[src/rtl/btn_conditioner.sv]
// Push-button conditioner: two-flop synchroniser, stability-count debouncer and
// registered press / release / long-press single-cycle ticks.
module btn_conditioner #(
    parameter int unsigned STABLE_CYCLES = 500000,
    parameter int unsigned LONG_CYCLES   = 50000000
) (
    input  logic clk,
    input  logic reset,
    input  logic sw,
    output logic db_level,
    output logic press_tick,
    output logic release_tick,
    output logic long_tick
);

    localparam int unsigned CntW  = $clog2(STABLE_CYCLES);
    localparam int unsigned LcntW = $clog2(LONG_CYCLES + 1);
    localparam logic [CntW-1:0]  CntLast = CntW'(STABLE_CYCLES - 1);
    localparam logic [LcntW-1:0] LcntMax = LcntW'(LONG_CYCLES);
    localparam logic [LcntW-1:0] LcntPen = LcntW'(LONG_CYCLES - 1);

    typedef enum logic [1:0] {StZero, StWait1, StOne, StWait0} state_e;

    logic             sync1_q, sync2_q;
    state_e           state_q, state_d;
    logic [CntW-1:0]  cnt_q, cnt_d;
    logic [LcntW-1:0] lcnt_q, lcnt_d;
    logic             db_level_q, db_level_d;
    logic             press_q, press_d;
    logic             release_q, release_d;
    logic             long_q, long_d;

    always_comb begin
        state_d = state_q;
        cnt_d   = cnt_q;
        case (state_q)
            StZero: begin
                if (sync2_q) begin
                    state_d = StWait1;
                    cnt_d   = '0;
                end
            end
            StWait1: begin
                if (!sync2_q) begin
                    state_d = StZero;
                end else if (cnt_q == CntLast) begin
                    state_d = StOne;
                end else begin
                    cnt_d = cnt_q + 1'b1;
                end
            end
            StOne: begin
                if (!sync2_q) begin
                    state_d = StWait0;
                    cnt_d   = '0;
                end
            end
            StWait0: begin
                if (sync2_q) begin
                    state_d = StOne;
                end else if (cnt_q == CntLast) begin
                    state_d = StZero;
                end else begin
                    cnt_d = cnt_q + 1'b1;
                end
            end
            default: state_d = StZero;
        endcase

        db_level_d = (state_d == StOne) || (state_d == StWait0);
        press_d    = (state_q == StWait1) && (state_d == StOne);
        release_d  = (state_q == StWait0) && (state_d == StZero);

        // Clearing on the next-state level lets a coincident release beat the long tick.
        if (!db_level_d) begin
            lcnt_d = '0;
        end else if (db_level_q && (lcnt_q != LcntMax)) begin
            lcnt_d = lcnt_q + 1'b1;
        end else begin
            lcnt_d = lcnt_q;
        end
        long_d = db_level_d && db_level_q && (lcnt_q == LcntPen);
    end

    always_ff @(posedge clk or negedge reset) begin
        if (!reset) begin
            sync1_q    <= 1'b0;
            sync2_q    <= 1'b0;
            state_q    <= StZero;
            cnt_q      <= '0;
            lcnt_q     <= '0;
            db_level_q <= 1'b0;
            press_q    <= 1'b0;
            release_q  <= 1'b0;
            long_q     <= 1'b0;
        end else begin
            sync1_q    <= sw;
            sync2_q    <= sync1_q;
            state_q    <= state_d;
            cnt_q      <= cnt_d;
            lcnt_q     <= lcnt_d;
            db_level_q <= db_level_d;
            press_q    <= press_d;
            release_q  <= release_d;
            long_q     <= long_d;
        end
    end

    assign db_level     = db_level_q;
    assign press_tick   = press_q;
    assign release_tick = release_q;
    assign long_tick    = long_q;

endmodule
[config.mk]
export PLATFORM = sky130hd
export DESIGN_NAME = btn_conditioner
export DESIGN_NICKNAME = d
export VERILOG_FILES = /design/src/rtl/btn_conditioner.sv
export SDC_FILE = /design/constraint.sdc
export NUM_CORES = 1
export LEC_CHECK = 0
export BUFFER_PORTS_ARGS = -buffer_cell sky130_fd_sc_hd__buf_2
export CAP_MARGIN = 10
export CORE_MARGIN = 3
export CORE_UTILIZATION = 40
export CTS_CLUSTER_SIZE = 30
export DETAILED_ROUTE_END_ITERATION = 10
export HOLD_SLACK_MARGIN = 0.06
export PLACE_DENSITY = 0.56
export SLEW_MARGIN = 25
export SYNTH_ARGS = -nofsm -noshare
export SYNTH_HDL_FRONTEND = slang
export SYNTH_SLANG_ARGS = --single-unit
[constraint.sdc]
create_clock -name clk -period 3.43 [get_ports clk]
set_clock_uncertainty 0.15 [all_clocks]
set_input_delay 0.686 -clock clk [delete_from_list [all_inputs] [get_ports clk]]
set_output_delay 0.686 -clock clk [all_outputs]
set_load 0.05 [all_outputs]
==> impl_metrics.yaml, run 1 <==
setup_path:
  rr_startpoint: "cnt_q[8]$_DFFE_PN0P_"
  cp_slowest_cell: "o21ai_1"
  worstPathArrival_ns: 2.35
  slowest_delay_ns: 0.56
  r2r-end: "cnt_q[18]$_DFFE_PN0P_"
  path_class: "register to register"
  critical_path.cell_chain: "nor4b_1, nand4_1, o21ai_1, buf_4, or3_1, a21oi_1"
  cp-start-kind: "register"
  r2r_cells: 6
  worstPathRequired_ns: 3.43
  r2r_slack_ns: 1.09
  cp_max_fo: 11
  end_kind: "register"
floorplanning:
  coreArea_um2: 6570
  start_util: 0.426
  die_area_um2: 8030
  die_w_um: 89.6
  rows: 29
  num_io_pins: 7
  die_h_um: 89.6
synthesis:
  async_flop_share: 1.00
  synth_nets: 290
  yosysWarnings: 0
  ys_seq_area_frac: 0.466
  synthTopCellsByArea: "dfrtp_1 (47%), xor2_1 (5.0%), xnor2_1 (4.7%)"
  synth-edff-count: 0
  netlist_instances: 284
  ys_types: 49
  yosysMostFrequentCell: "dfrtp_1"
  synth_ff_type: "dfrtp_1"
  netlist_area_um2: 2800
  synth_commonest_cells: "dfrtp_1 (52), nor2_1 (34), nand2_1 (28)"
  ys_seq_elements: 52
  syn_area_per_cell_um2: 9.84
  synth_top_cell_by_area: "dfrtp_1"
  synth_top_area_frac: 0.466
clocking:
  cts_tree: "done"
  ctsHoldBuffers: 0
  insertion_delay_ns: 0.31
  clk_pin_slew_worst_paths_ns: 0.10
  clkSinkCount: 52
  post-cts-setup-buffers: 0
  cts_resized: 0
  root_buffer: "clkbuf_8"
  cts.htree.levels: 2
  cts_buffers: 5
  clockBufferDepth: 2
route:
  drt_iter0_drc: 49
  drt_pass1_iterations: 4
  wl_per_cell_um: 14.1
  drt_wl_total_um: 5430
  vias: 2020
  drc: 0
  postRouteAntennaNets: 0
  viasPerCell: 5.26
grt:
  grt_start_max_net_pins: 33
  overflow: 0
  grt_pass1_wl_um: 9650
  grt_use_total: 0.153
  grt_pass1_vias: 2026
  antenna_found_initial: 0
power_and_ir_drop:
  ir_drop_v: 0.000249
  powerDensity_nw_per_um2: 360
  power.total_mw: 1.08
  p_leak_nw: 1.21
final_layout:
  final_area_um2: 3010
  n_antenna_cell: 0
  layout-drive-gt1-share: 0.124
  final_net_count: 296
  nFillCells: 646
  syn2layout_area_growth_pct: 7.61
outcome:
  outcome: "finished clean"
placed_design:
  place.port_buffers: 6
  hpwl_um: 3720
  placed_area_um2: 2900
  place.gp.congestion: 0.850
sta:
  setup_viol: 0
  fmax_mhz: 427
  finalHoldViolations: 0
  drv_slew: 0
  worstMarginPinSlew_ns: 0.805
  fin_crit_ns: 2.34
  hold-worst-slack_ns: 0.168
  max_slew_margin: 0.462
  rsz0062_at_grt: "no"
  setup_tns_ns: 0
  fin_crit_sh: 0.683
hold_path:
  hold_class: "primary input to async pin"
job:
  cap_violations: 0
==> power breakdown <==
group | switching, mW | internal (mW)
combinational | 0.0248 | 0.00843
sequential | 0.00773 | 0.618
clock | 0.207 | 0.217
==> cell families after synthesis <==
family	after synthesis	share of synthesized area
AO/OA/AOI/OAI	31	0.0662
XOR/XNOR	31	0.0971
adder cells (fa/ha/maj)	3	0.0134
buffers and inverters	17	0.0336
flip-flops	52	0.466
multiplexers	2	0.0116
AND/OR/NAND/NOR	148	0.312
==> metrics by stage <==
step	util	cells	setup slack (ns)
detailed placement	0.442	376	1.08
finish	0.458	384	1.09
global route	0.458	384	0.834
floorplan	-	284	1.33
CTS	0.458	384	1.03
global placement	0.442	376	1.13
==> worst max-delay path, delay by kind of cell (launching register included) <==
kind	cells	cell delay [ns]
AO/OA/AOI/OAI	2	0.62
buffers and inverters	1	0.28
flip-flops	1	0.50
AND/OR/NAND/NOR	3	0.64
==> layout make-up <==
type                       count  area [um2]  share of cell area
clock buffer                   6        72.6              0.0241
clock inverter                 2        35.0              0.0116
timing repair buffer          10        60.1              0.0200
inverter                       6        22.5             0.00749
sequential                    52        1300               0.433
tap                           93         116              0.0387
multi-input combinational    215        1400               0.465
==> worst max-delay path by stage <==
stage	start	cells past startpoint	slack, ns	endpoint
final	cnt_q[8]$_DFFE_PN0P_	6	1.09	cnt_q[18]$_DFFE_PN0P_
after global routing	cnt_q[8]$_DFFE_PN0P_	6	0.83	cnt_q[8]$_DFFE_PN0P_
after CTS	cnt_q[8]$_DFFE_PN0P_	6	1.03	cnt_q[2]$_DFFE_PN0P_
after detailed placement	cnt_q[0]$_DFFE_PN0P_	6	1.08	lcnt_q[11]$_DFFE_PN0P_
after global placement	cnt_q[8]$_DFFE_PN0P_	6	1.13	cnt_q[8]$_DFFE_PN0P_
after floorplan	db_level$_DFF_PN0_	6	1.33	lcnt_q[19]$_DFFE_PN0P_
==> state kept, by name, indices dropped and copies added, names as in the netlist <==
signal        cells
db_level          1
long_tick         1
press_tick        1
lcnt_q           26
sync1_q           1
release_tick      1
cnt_q            19
state_q           1
sync2_q           1
==> cells in the final DEF, fill, tap and decap left out, drive strengths merged, types with 3 or more instances in the layout <==
cell / count
clkbuf: 6
and3: 9
dfrtp: 52
xnor2: 15
nor2: 38
and4: 3
buf: 10
nand4: 16
nand2: 28
inv: 6
o31ai: 5
nor4b: 3
nand3: 12
ha: 3
nor4: 3
o21ai: 12
or4: 5
or3: 6
nor3: 12
o211ai: 3
xor2: 16
a21oi: 8
nor3b: 3
==> metal layers <==
layer  track usage  routed length [um]
met5             0                   0
met4        0.0419                  48
met3        0.0274                 129
met2         0.249                2580
met1         0.212                2670
No activity file was read; power rests on OpenSTA's default activity.
==> run 2, diff against run 1 <==
==> constraint.sdc (replaced) <==
create_clock -name clk -period 2.4 [get_ports clk]
set_clock_uncertainty 0.15 [all_clocks]
set_input_delay 0.48 -clock clk [delete_from_list [all_inputs] [get_ports clk]]
set_output_delay 0.48 -clock clk [all_outputs]
set_load 0.05 [all_outputs]
==> impl_metrics.yaml, run 2 (synthesis results as in run 1) <==
route:
  drc: 0
  wl_per_cell_um: 13.9
  viasPerCell: 5.23
  postRouteAntennaNets: 0
  drt_pass1_iterations: 4
  drt_wl_total_um: 5420
  drt_iter0_drc: 110
  vias: 2046
placed_design:
  dpl.cell_count: 382
  hpwl_um: 3730
  place_ws_ns: 0.218
  place.port_buffers: 6
  place.gp.congestion: 0.824
  placed_area_um2: 2970
sta:
  hold-worst-slack_ns: 0.133
  drv_slew: 0
  setup_viol: 0
  max_slew_margin: 0.626
  fin_ws_ns: 0.180
  worstMarginPinSlew_ns: 0.561
  finalHoldViolations: 0
  fin_crit_ns: 2.22
  fin_crit_sh: 0.925
  rsz0062_at_grt: "no"
  setup_tns_ns: 0
  fmax_mhz: 450
final_layout:
  layout_top_registers: "lcnt_q: 26 flops, cnt_q: 19 flops"
  n_antenna_cell: 0
  top_register: "lcnt_q"
  final_area_um2: 3070
  layout_common_cells: "dfrtp_1 (52), nor2_1 (34), nand2_1 (28)"
  syn2layout_area_growth_pct: 9.85
  nFillCells: 628
  stdcell_count: 391
  final_util: 0.468
  layout-drive-gt1-share: 0.138
  layout_commonest_cell: "dfrtp_1"
  final_net_count: 303
  register_area_um2: 1300
  multi_input_area_um2: 1400
  largest_reg_flops: 26
setup_path:
  worstPathArrival_ns: 2.29
  worstPathRequired_ns: 2.47
  cp_common_cell: "or3_1"
  slowest_delay_ns: 0.41
  end_kind: "register"
  cp-start-kind: "register"
  cp_slowest_cell: "dfrtp_1"
  cp_max_fo: 7
  critical_path.cell_chain: "ha_1, and4_2, nand3_2, or3_1, or3_1, a21oi_1"
  crit_buf_inv: 0
  cp_top_family: "simple AND/OR/NAND/NOR gates"
  path_class: "register to register"
clocking:
  cts_tree: "done"
  root_buffer: "clkbuf_8"
  clk_pin_slew_worst_paths_ns: 0.09
  clockBufferDepth: 2
  insertion_delay_ns: 0.30
  cts_buffers: 5
  clkSinkCount: 52
  post-cts-setup-buffers: 0
  cts.htree.levels: 2
grt:
  grt_pass1_wl_um: 9700
  antenna_found_initial: 0
  overflow: 0
  grt_start_max_net_pins: 30
  grt_pass1_vias: 2013
  grt_use_total: 0.154
floorplanning:
  rows: 29
  die_area_um2: 8030
  die_h_um: 89.6
  num_io_pins: 7
  start_util: 0.426
  coreArea_um2: 6570
  die_w_um: 89.6
power_and_ir_drop:
  power.total_mw: 1.46
  p_leak_nw: 1.24
  powerDensity_nw_per_um2: 476
  ir_drop_v: 0.000265
outcome:
  outcome: "finished clean"
hold_path:
  hold_class: "primary input to register"
job:
  cap_violations: 0
-- run 2: power breakdown --
group | leakage (nW) | total (mW) | switching [mW] | internal, mW
registers | 0.718 | 0.893 | 0.00949 | 0.884
logic | 0.479 | 0.0587 | 0.0389 | 0.0197
clock network | 0.0455 | 0.509 | 0.274 | 0.236
total | 1.24 | 1.46 | 0.322 | 1.14
-- run 2: repair_timing --
action / 4_1_cts / 5_1_grt
hold buffers: 1 / 0
resized for setup: 0 / 0
hold endpoints to repair: 23 / 0
-- run 2: final timing paths --
check	endpoint	start	slack (ns)	cells after the start
max in group asynchronous	lcnt_q[14]$_DFFE_PN0P_	reset	1.00	3
hold reg to reg	sync2_q$_DFF_PN0_	sync1_q$_DFF_PN0_	0.20	0
hold / removal	sync1_q$_DFF_PN0_	sw	0.13	1
setup / recovery	cnt_q[16]$_DFFE_PN0P_	cnt_q[0]$_DFFE_PN0P_	0.18	6
setup reg to reg	cnt_q[16]$_DFFE_PN0P_	cnt_q[0]$_DFFE_PN0P_	0.18	6
min in group asynchronous	cnt_q[2]$_DFFE_PN0P_	reset	0.54	2
-- run 2: area by class of cell --
cell class              instances  area share
repair buffers                 17      0.0456
clock buffers                   8      0.0293
flip-flops and latches         52       0.424
inverters                       6     0.00733
well taps                      93      0.0379
multi-input cells             215       0.456
-- run 2: per-layer routing --
metal | global-route usage | part of all wire | routed length, um
met1 | 0.205 | 0.48 | 2580
met2 | 0.251 | 0.48 | 2580
met3 | 0.0310 | 0.031 | 170
met4 | 0.0501 | 0.017 | 93
met5 | 0 | 0 | 0
==> run 3, diff against run 2 <==
--- a/config.mk
+++ b/config.mk
@@ -9,6 +9,7 @@
 export CAP_MARGIN = 10
 export CORE_MARGIN = 3
 export CORE_UTILIZATION = 40
+export CTS_BUF_LIST = sky130_fd_sc_hd__clkbuf_4 sky130_fd_sc_hd__clkbuf_8
 export CTS_CLUSTER_SIZE = 30
 export DETAILED_ROUTE_END_ITERATION = 10
 export HOLD_SLACK_MARGIN = 0.06
==> impl_metrics.yaml, run 3 (synthesis results as in run 1) <==
grt:
  gr-usage-met1: 0.203
  grt_pass1_wl_um: 9570
  grt_start_max_net_pins: 30
  use_met3: 0.0310
  antenna_found_initial: 0
  overflow: 0
  use_met2: 0.245
  grt_pass1_vias: 1997
  top_usage_layer: "met2"
  grt_use_total: 0.151
placed_design:
  place_ws_ns: 0.218
  placed_area_um2: 2970
  hpwl_um: 3730
  dpl.cell_count: 382
  place.port_buffers: 6
  place.gp.congestion: 0.824
power_and_ir_drop:
  p_leak_nw: 1.25
  ir_drop_v: 0.000265
  power.total_mw: 1.48
  powerDensity_nw_per_um2: 481
final_layout:
  final_net_count: 303
  layout-drive-gt1-share: 0.144
  syn2layout_area_growth_pct: 10.1
  layout_top_registers: "lcnt_q: 26 flops, cnt_q: 19 flops"
  final_util: 0.469
  nFillCells: 624
  largest_reg_flops: 26
  layout_commonest_cell: "dfrtp_1"
  top_register: "lcnt_q"
  layout_common_cells: "dfrtp_1 (52), nor2_1 (34), nand2_1 (28)"
  n_antenna_cell: 0
  final_area_um2: 3080
  stdcell_count: 391
floorplanning:
  die_area_um2: 8030
  die_h_um: 89.6
  start_util: 0.426
  die_w_um: 89.6
  num_io_pins: 7
  coreArea_um2: 6570
  rows: 29
setup_path:
  end_kind: "register"
  slowest_delay_ns: 0.41
  critical_path.cell_chain: "ha_1, and4_2, nand3_2, or3_1, or3_1, a21oi_1"
  worstPathArrival_ns: 2.29
  path_class: "register to register"
  worstPathRequired_ns: 2.48
  crit_buf_inv: 0
  cp_slowest_cell: "dfrtp_1"
  cp-start-kind: "register"
  cp_common_cell: "or3_1"
  cp_max_fo: 7
  cp_top_family: "simple AND/OR/NAND/NOR gates"
clocking:
  cts_buffers: 5
  cts.htree.levels: 2
  cts_tree: "done"
  root_buffer: "clkbuf_8"
  insertion_delay_ns: 0.30
  cts_resized: 0
  ctsHoldBuffers: 1
  clockBufferDepth: 2
  post-cts-setup-buffers: 0
  clkSinkCount: 52
  clk_pin_slew_worst_paths_ns: 0.09
route:
  viasPerCell: 5.25
  drt_iter0_drc: 118
  postRouteAntennaNets: 0
  drc: 0
  vias: 2051
  wl_per_cell_um: 13.7
  drt_wl_total_um: 5370
  drt_pass1_iterations: 4
sta:
  rsz0062_at_grt: "no"
  max_slew_margin: 0.624
  fin_ws_ns: 0.188
  hold-worst-slack_ns: 0.133
  fmax_mhz: 452
  setup_tns_ns: 0
  fin_crit_ns: 2.21
  drv_slew: 0
  setup_viol: 0
  finalHoldViolations: 0
  fin_crit_sh: 0.922
  worstMarginPinSlew_ns: 0.563
hold_path:
  hold_class: "primary input to register"
outcome:
  outcome: "finished clean"
job:
  cap_violations: 0
-- run 3: changes by cell type in the layout (fill, tap and decap cells not counted) --
cell	previous run	this run
clkbuf_1	2	0
clkbuf_4	0	2
-- run 3: per-layer routing --
| metal | up-vias | wire [um] |
|---|---|---|
| met5 | - | 0 |
| met4 | 0 | 93 |
| met3 | 8 | 169 |
| met2 | 31 | 2500 |
| met1 | 983 | 2610 |
| li1 | 1029 | - |
-- run 3: where the power goes --
part           internal [mW]  switching (mW)
registers              0.884         0.00950
clock network          0.259           0.272
logic                 0.0197          0.0387
-- run 3: final timing paths --
kind,to,slack [ns],start,depth (start not counted)
max,cnt_q[16]$_DFFE_PN0P_,0.19,cnt_q[0]$_DFFE_PN0P_,6
min,sync1_q$_DFF_PN0_,0.13,sw,1
max reg2reg,cnt_q[16]$_DFFE_PN0P_,0.19,cnt_q[0]$_DFFE_PN0P_,6
min reg2reg,sync2_q$_DFF_PN0_,0.20,sync1_q$_DFF_PN0_,0
max in group asynchronous,lcnt_q[14]$_DFFE_PN0P_,1.00,reset,3
min in group asynchronous,cnt_q[2]$_DFFE_PN0P_,0.55,reset,2
-- run 3: layout make-up --
class	count	area, um2	share of cell area
inverter	6	22.5	0.00732
clock buffer	8	97.6	0.0317
timing repair buffer	17	140	0.0455
sequential	52	1300	0.423
tap	93	116	0.0378
multi-input combinational	215	1400	0.455
-- run 3: worst register-to-register path, stage by stage, from the launching register on --
cell and delay, ns:
dfrtp_1 0.41, ha_1 0.24, and4_2 0.33, nand3_2 0.17, or3_1 0.39, or3_1 0.32, a21oi_1 0.14
